### src/rtl/mux_scan_sel.sv
// Registered CHANNELS-to-1 word selector with active-low enable.
// Manual select or auto-scan over unmasked channels with per-channel dwell.
module mux_scan_sel #(
  parameter  int WIDTH    = 4,
  parameter  int CHANNELS = 4,
  parameter  int DWELL    = 2,
  localparam int SEL_W    = $clog2(CHANNELS)
) (
  input  logic                      clk,
  input  logic                      rst_n,
  input  logic                      e_n,
  input  logic                      mode,
  input  logic [SEL_W-1:0]          sel,
  input  logic [CHANNELS-1:0]       ch_mask,
  input  logic [CHANNELS*WIDTH-1:0] din,
  output logic [WIDTH-1:0]          y,
  output logic                      y_valid,
  output logic [SEL_W-1:0]          cur_sel,
  output logic                      scan_done
);

  typedef enum logic [1:0] {
    IDLE,
    SCAN,
    STALL
  } state_e;

  state_e             state_q;
  logic [WIDTH-1:0]   y_q;
  logic               y_valid_q;
  logic [SEL_W-1:0]   cur_sel_q;
  logic               scan_done_q;
  logic [7:0]         dwell_q;

  logic [WIDTH-1:0]   ch [CHANNELS];
  logic               sel_ok;
  logic               any_set;
  logic               last_dwell;
  logic [SEL_W-1:0]   lo_sel;
  logic [SEL_W-1:0]   nx_sel;
  logic               nx_hit;

  for (genvar g = 0; g < CHANNELS; g++) begin : g_ch
    assign ch[g] = din[g*WIDTH +: WIDTH];
  end

  assign sel_ok     = 32'(sel) < CHANNELS;
  assign any_set    = |ch_mask;
  assign last_dwell = dwell_q == 8'(DWELL - 1);

  // Lowest set bit, and next set bit strictly above cur_sel (else wrap).
  always_comb begin
    lo_sel = '0;
    nx_sel = '0;
    nx_hit = 1'b0;
    for (int i = CHANNELS - 1; i >= 0; i--) begin
      if (ch_mask[i]) begin
        lo_sel = SEL_W'(i);
        if (SEL_W'(i) > cur_sel_q) begin
          nx_sel = SEL_W'(i);
          nx_hit = 1'b1;
        end
      end
    end
    if (!nx_hit) nx_sel = lo_sel;
  end

  always_ff @(posedge clk or negedge rst_n) begin
    if (!rst_n) begin
      state_q     <= IDLE;
      y_q         <= '0;
      y_valid_q   <= 1'b0;
      cur_sel_q   <= '0;
      scan_done_q <= 1'b0;
      dwell_q     <= '0;
    end else if (e_n) begin
      state_q     <= IDLE;
      y_q         <= '0;
      y_valid_q   <= 1'b0;
      scan_done_q <= 1'b0;
      dwell_q     <= '0;
    end else if (!mode) begin
      state_q     <= IDLE;
      scan_done_q <= 1'b0;
      dwell_q     <= '0;
      cur_sel_q   <= sel;
      y_q         <= sel_ok ? ch[sel] : '0;
      y_valid_q   <= sel_ok;
    end else begin
      unique case (state_q)
        IDLE, STALL: begin
          y_q         <= '0;
          y_valid_q   <= 1'b0;
          scan_done_q <= 1'b0;
          dwell_q     <= '0;
          if (any_set) begin
            cur_sel_q <= lo_sel;
            state_q   <= SCAN;
          end else begin
            state_q   <= STALL;
          end
        end
        SCAN: begin
          y_q         <= ch[cur_sel_q];
          y_valid_q   <= 1'b1;
          scan_done_q <= 1'b0;
          if (last_dwell) begin
            dwell_q <= '0;
            if (any_set) begin
              cur_sel_q   <= nx_sel;
              scan_done_q <= ~nx_hit;
            end else begin
              state_q <= STALL;
            end
          end else begin
            dwell_q <= dwell_q + 8'd1;
          end
        end
        default: state_q <= IDLE;
      endcase
    end
  end

  assign y         = y_q;
  assign y_valid   = y_valid_q;
  assign cur_sel   = cur_sel_q;
  assign scan_done = scan_done_q;

endmodule

### config.mk
export PLATFORM = sky130hd
export DESIGN_NAME = mux_scan_sel
export DESIGN_NICKNAME = d
export VERILOG_FILES = /design/src/rtl/mux_scan_sel.sv
export SDC_FILE = /design/constraint.sdc
export NUM_CORES = 1
export LEC_CHECK = 0
export ABC_CLOCK_PERIOD_IN_PS = 3450
export CAP_MARGIN = 20
export CORE_MARGIN = 2
export CORE_UTILIZATION = 25
export CTS_CLUSTER_DIAMETER = 40
export DETAILED_ROUTE_END_ITERATION = 8
export GPL_TIMING_DRIVEN = 0
export PLACE_DENSITY_LB_ADDON = 0.12
export SYNTH_ARGS = -nofsm -noshare
export SYNTH_HDL_FRONTEND = slang
export SYNTH_SLANG_ARGS = --single-unit
### constraint.sdc
create_clock -name clk -period 3.45 [get_ports clk]
set_clock_uncertainty 0.05 [all_clocks]
set_input_delay 1.035 -clock clk [delete_from_list [all_inputs] [get_ports clk]]
set_output_delay 1.035 -clock clk [all_outputs]
set_load 0.02 [all_outputs]
==> impl.org, run 1 <==
** Run status
- The run finished with clean final reports.

** Detailed routing
- Via density :: 4.97
- Routed length on met2 :: 1570 um
- After detailed routing, the met3 layer carries 81 um of wire.
- The first routing iteration left 44 violations.
- Post-Route M1 WL :: 1340 um
- The count of nets left with antenna violations once routing finished came out at 0.
- Mean routed wirelength per cell :: 13.4 um
- Count of unresolved DRC violations after routing :: 0
- The first detailed-routing pass ran for 4 iterations.
- Summing over every cut layer, the via total after detailed routing is 1124.
- Summed over all layers, the routed wires come to 3030 um.
- Top layer reached by signal wires :: met4

** Worst hold path
- Hold path startpoint :: y[2]$_DFFE_PN0P_
- Kind of path behind the tightest hold check :: reg -> reg
- For hold timing, the worst endpoint is y[2]$_DFFE_PN0P_.
- The worst hold path passes through 2 cells.

** Timing
- Setup tns final :: 0 ps
- After layout, the worst path uses 73.4% of the clock period.
- For the pin with the worst max-slew slack, the measured transition is 830 ps.
- Final setup violating endpoints :: 0
- Max-slew violation count :: 0
- Final min period :: 2530 ps
- The worst path meets setup with 917 ps of slack.
- For this run, the top clock speed supported by timing is 395 MHz.
- Setup repair after global routing left no endpoint under its margin.
- Hold is met by 449 ps.
- Hold Vio Cnt, Final :: 0
- The worst pin sits at a relative slew slack of 44.5%.

** Global route
- Entering global routing, the biggest net connects 19 pins.
- First-pass GRT wire length :: 5080 um
- Antenna violations before repair :: 0
- Vias in the first global route :: 1134
- Summed over all layers, the global routing overflow is 0.
- GRT Overall Usage :: 11.8%

** Die
- I/O pin total :: 34
- The floorplan has 25 rows.
- Y dimension of the die :: 74.2 um
- The core region is 4720 um2.
- The die covers 5510 um2.
- Die W :: 74.2 um
- For this configuration, the core starts out at a cell density of 26.1%.

** Clocking
- The cell sitting at the root of the clock tree is a clkbuf_8.
- CTS H-tree lvls :: 1
- Clock Tree Buf Depth :: 2
- Number of buffers inserted by hold repair at cts :: 0
- Post-CTS timing repair inserted 0 buffers for setup.
- Clock-pin slew was measured on the worst setup and hold paths at 70 ps.
- TritonCTS clock tree :: done
- Count of cells resized by post-cts repair :: 0
- Number of sinks on the clock net :: 18
- For the worst-skew pair, the clock arrives at the later sink with an insertion delay of 250 ps.
- Clock tree synthesis inserted a total of 3 buffers.

** Finish
- At the end of the flow, the number of nets in the layout was 188.
- Post-Layout Cell Count :: 226
- The repair_antennas step left the layout with diodes totalling 0.
- Counting the fill cells in the layout gives 478.
- Ratio of cells with drive above 1 in the final layout :: 11.9%
- Relative to the synthesized area, the layout overhead comes to 37.3%.

** Place
- Half-perimeter wire length after detailed placement :: 2430 um
- Prior to clock tree synthesis, the placed netlist has a worst setup slack of 652 ps.
- Including well taps, the total number of placed cells is 222.
- Placer's final routability congestion estimate :: 0.761
- Input and output buffers added on the ports amount to 32.

** Synthesis
- Top-count cell post-synth :: dfrtp_1
- For this run, the leading register cell type out of synthesis is dfrtp_1.
- Top-area cell type share of the netlist area :: 36.5%
- Of all cell types, the one taking the most synthesized area is dfrtp_1.
- The synthesized design contains 0 enable-type register cells.
- Top cells by count, synth :: 18 x dfrtp_1, 13 x nand2_1, 11 x o21ai_0
- In this run the cell area of the synthesized design comes to 1230 um2.
- Main area contributors after synthesis :: dfrtp_1 37%, mux4_2 15%, o21ai_0 4.5%
- Syn Nets :: 151
- In this run, synthesis produced a sequential element count of 18.
- Avg Synthesized Cell Area :: 10.0 um2
- Of the synthesized area, sequential elements account for 36.5%.
- Yosys printed 0 warnings.
- Gate count after technology mapping :: 123
- The number of different library cells used by synthesis comes to 35.
- Counting flops with an async set or reset pin after synthesis yields a share of 100%.

** Worst setup path
- Cell chain of the critical path :: clkdlybuf4s50_1, nor4_1, a21oi_1, a21oi_1, a41oi_1
- STA classifies the critical path endpoint as a flip-flop.
- Of all nets on the critical path, the largest fanout is 7.
- In this run the critical register-to-register path is launched from dwell_q[0]$_DFFE_PN0P_.
- The worst register-to-register path has a setup slack of 1650 ps.
- The most numerous cell type found on the critical path is a21oi_1.
- For this design, the slowest cell found on the critical path is nor4_1.
- Slowest stage delay, CP :: 580 ps
- Startpoint of the worst setup timing path :: ch_mask[1]
- The cell family contributing the most delay on the critical path is simple AND/OR/NAND/NOR gates.
- The worst setup path is launched from an input port.
- Critical path arrival :: 2600 ps
- Counting cells, the worst reg-to-reg path comes to 5.
- Data on the critical path is required at its endpoint by 3520 ps.
- CP Class :: in -> reg
- Together, buffers and inverters on the worst path number 1.
- The endpoint identified for the worst register-to-register timing path is dwell_q[2]$_DFFE_PN0P_.

** Pwr
- In this run the static leakage power is 0.650 nW.
- Total power draw :: 0.546 mW
- Power Dens Cells :: 323 nW/um2
- Across the VDD grid, the largest voltage drop is 0.112 mV.

** Job
- Reported max-cap violation count :: 0
routing by layer:
metal / vias up / GRT usage (%)
met4: 0 / 4.76
met2: 22 / 21.1
met3: 2 / 0.949
li1: 539 / -
met5: - / 0
met1: 561 / 14.8
worst max-delay path by stage:
stage	cells after the start	slack, ps	end
final	5	920	cur_sel[0]$_DFFE_PN0P_
after global placement	5	630	cur_sel[0]$_DFFE_PN0P_
after detailed placement	5	650	cur_sel[1]$_DFFE_PN0P_
after CTS	6	920	dwell_q[6]$_DFFE_PN0P_
after floorplan	6	1200	dwell_q[6]$_DFFE_PN0P_
after global routing	5	700	cur_sel[1]$_DFFE_PN0P_
tightest hold or removal path, stage by stage (launching register included):
cell and delay [ps]:
dfrtp_1 360, nand2_1 50, o21ai_0 60
cell type report:
class	instances	area, um2	share of cell area (%)
multi-input cells	96	723	42.8
flip-flops and latches	18	450	26.6
repair buffers	32	320	18.9
well taps	67	83.8	4.96
clock buffers	4	55.1	3.25
plain buffers	5	43.8	2.59
inverters	4	15.0	0.888
where the power goes:
| group | internal [mW] | switching [mW] |
|---|---|---|
| Clock | 0.101 | 0.0714 |
| Sequential | 0.220 | 0.00679 |
| Combinational | 0.0808 | 0.0656 |
| Total | 0.403 | 0.144 |
kinds of logic after synthesis:
group           after synthesis  share of synthesized area, %
compound gates               37                          19.7
xor+xnor                      3                          2.13
fa+ha+maj                     2                          2.03
buf+inv                       9                          4.77
flops                        18                          36.5
mux                           8                          14.6
simple gates                 46                          20.2
layout by cell type (no fill, tap or decap), types with 3 or more instances in the layout:
master,n
a22oi_1,4
nand2b_1,4
nor4_1,3
inv_1,3
nor2_1,8
a21oi_1,8
nor3_1,5
nand3_1,4
mux4_2,8
clkdlybuf4s50_1,32
o21ai_0,11
a21o_1,3
xnor2_1,3
nand2_1,13
clkbuf_8,5
dfrtp_1,18
sequential cells by signal (all words and copies together), names as in the netlist:
name       cells
cur_sel        2
dwell_q        8
scan_done      1
state_q        2
y              4
y_valid        1
stage by stage:
step | util [%] | cell area (um2)
after CTS | 35.8 | 1690
after global routing | 35.8 | 1690
final | 35.8 | 1690
after floorplan | - | 1230
after detailed placement | 34.6 | 1640
after global placement | 34.6 | 1640
No activity file was read; power rests on OpenSTA's default activity.
==> inputs of run 2 (changes only) <==
--- a/config.mk
+++ b/config.mk
@@ -5,7 +5,7 @@
 export SDC_FILE = /design/constraint.sdc
 export NUM_CORES = 1
 export LEC_CHECK = 0
-export ABC_CLOCK_PERIOD_IN_PS = 3450
+export ABC_CLOCK_PERIOD_IN_PS = 2100
 export CAP_MARGIN = 20
 export CORE_MARGIN = 2
 export CORE_UTILIZATION = 25
==> constraint.sdc (replaced) <==
create_clock -name clk -period 2.1 [get_ports clk]
set_clock_uncertainty 0.05 [all_clocks]
set_input_delay 0.63 -clock clk [delete_from_list [all_inputs] [get_ports clk]]
set_output_delay 0.63 -clock clk [all_outputs]
set_load 0.02 [all_outputs]
==> run 2 against run 1 <==
Against the previous run:
- via count increased by 0.71%
- first-iteration DRC count fell by 14%
- combinational power is 66% higher
- critical path depth decreased by 1
- critical path type unchanged
==> impl.org, run 2 (synthesis gave the netlist of run 1 again) <==
** Timing
- Hold Vio Cnt, Final :: 0
- Pin slew with the least headroom to its limit :: 831 ps
- Setup repair after global routing missed its margin :: false
- Upper clock frequency limit :: 507 MHz
- Setup violations remaining at the end of the flow were counted as 0.
- The number of slew-limit violations in the final report was 0.
- Setup tns final :: 0 ps
- Worst Slack Setup Final :: 126 ps
- The worst path in the final design needs a cycle of 1970 ps, including I/O delays and setup.
- Worst slew margin relative to its limit :: 44.5%
- The worst path uses 94.0% of the clock period.

** Job
- Max-cap violations in this run came to 0.

** Clocking
- Number of buffers inserted during clock tree synthesis :: 3
- In this run the number of H-tree levels came out at 1.
- Clock Tree Buf Depth :: 2
- Number of buffers inserted by hold repair at cts :: 0
- Clk_lat worst skew :: 250 ps
- CTS placed an instance of clkbuf_8 at the clock tree root.
- TritonCTS built the clock tree.
- The clock net in this run drives a total of 18 sinks.
- Buffers added to address setup during post-CTS repair amount to 0.
- Clock transition at the registers of the reported paths :: 70 ps

** Global route
- Vias in the first global route :: 1138
- The total overflow left after global routing is 0.
- The first global-routing pass estimated 5110 um of wire.
- Antenna violations before repair :: 0
- Across every metal layer, demand over resource in global routing totals 11.9%.
- Largest net degree at the start of global routing :: 19

** Detailed routing
- Number of detailed-routing iterations run before antenna repair :: 4
- After detailed routing, the number of vias per cell comes to 5.01.
- The detailed router finished its first iteration with 38 violations.
- Post-DRT Antenna Nets :: 0
- In the routed design, unresolved DRC markers number 0.
- The final layout contains routed wiring with a total length of 3050 um.
- Via count :: 1132
- After detailed routing, the average wire length per cell comes to 13.5 um.

** Worst setup path
- Required @ worst endpoint :: 2190 ps
- STA classifies the critical path endpoint as a flip-flop.
- Crit-path max FO :: 5
- Kind of start point of the critical path :: input port
- The critical path in this run is classified as in -> reg.
- For the worst setup path, the data arrival time is 2060 ps.

** Pwr
- Dividing total power by cell area gives a power density of 527 nW/um2.
- Peak ir drop on the vdd network :: 0.185 mV
- Static Leak :: 0.655 nW
- Total power draw :: 0.898 mW

** Place
- The congestion estimate from routability-driven global placement came to 0.761.
- Worst setup slack before clock tree synthesis :: -293 ps
- Buffers placed on the I/O ports in this run total 32.
- Half-perimeter wire length after detailed placement :: 2430 um

** Finish
- Growth of design area from synthesis to finish :: 38.4%
- The library cell used most frequently in the layout, excluding fill and tap cells, is clkdlybuf4s50_1.
- Most flops, register :: dwell_q
- In the layout the commonest cells are 30 x clkdlybuf4s50_1, 18 x dfrtp_1, 13 x nand2_1.
- Antenna Diode Count :: 0
- Final layout net count :: 188
- Ratio of cells with drive above 1 in the final layout :: 12.6%
- Number of flip-flops in the largest register :: 8
- Core Util, Final :: 36.1%

** Die
- The die covers 5510 um2.
- Row generation in the floorplan step produced 25 rows.
- Starting Density :: 26.1%
- Y dimension of the die :: 74.2 um
- I/O pin total :: 34
- Die W :: 74.2 um
- Area of the placeable core :: 4720 um2

** Run status
- The flow ran to the end, and the final reports show no timing, DRC or antenna violations.

** Worst hold path
- Kind of path behind the tightest hold check :: reg -> reg
-- run 2: layer usage --
| layer | part of all wire [%] | global-route usage (%) |
|---|---|---|
| met5 | 0 | 0 |
| met4 | 1.3 | 4.76 |
| met3 | 2.8 | 0.949 |
| met2 | 52 | 21.1 |
| met1 | 44 | 15.0 |
-- run 2: final timing paths --
check	from	end	slack [ps]	cells past startpoint
worst max-delay path	sel[1]	y[2]$_DFFE_PN0P_	130	4
worst min-delay path	y[1]$_DFFE_PN0P_	y[1]$_DFFE_PN0P_	450	2
worst max register to register	dwell_q[1]$_DFFE_PN0P_	dwell_q[4]$_DFFE_PN0P_	290	6
worst min register to register	y[1]$_DFFE_PN0P_	y[1]$_DFFE_PN0P_	450	2
max in group asynchronous	rst_n	scan_done$_DFFE_PN0P_	680	1
min in group asynchronous	rst_n	dwell_q[7]$_DFFE_PN0P_	810	1
-- run 2: layout make-up --
class                   instances  area, um2
fillers                       477       3020
multi-input cells              96        739
flip-flops and latches         18        450
repair buffers                 32        318
well taps                      67       83.8
clock buffers                   4       55.1
plain buffers                   5       43.8
inverters                       4       15.0
-- run 2: repair_timing --
item                                    CTS  global route
hold endpoints to repair                  0             0
endpoints found under the setup margin    4             2
resized for setup                         3             2
pin swaps                                 0             0
-- run 2: worst max-delay path, stage by stage --
cell and delay [ps]:
clkdlybuf4s50_1 610, mux4_2 530, a22oi_1 200, o21ai_0 90
-- run 2: report_power, final --
part	internal (mW)	switching, mW
Combinational	0.132	0.110
Sequential	0.362	0.0112
Clock	0.166	0.117
-- run 2: metrics by stage --
stage                     instance area, um2  cells  hold WS [ps]
after global routing                    1710    226           472
after detailed placement                1640    222           437
after CTS                               1700    226           452
after global placement                  1640    222           426
after floorplan                         1230    123           284
final                                   1710    226           447
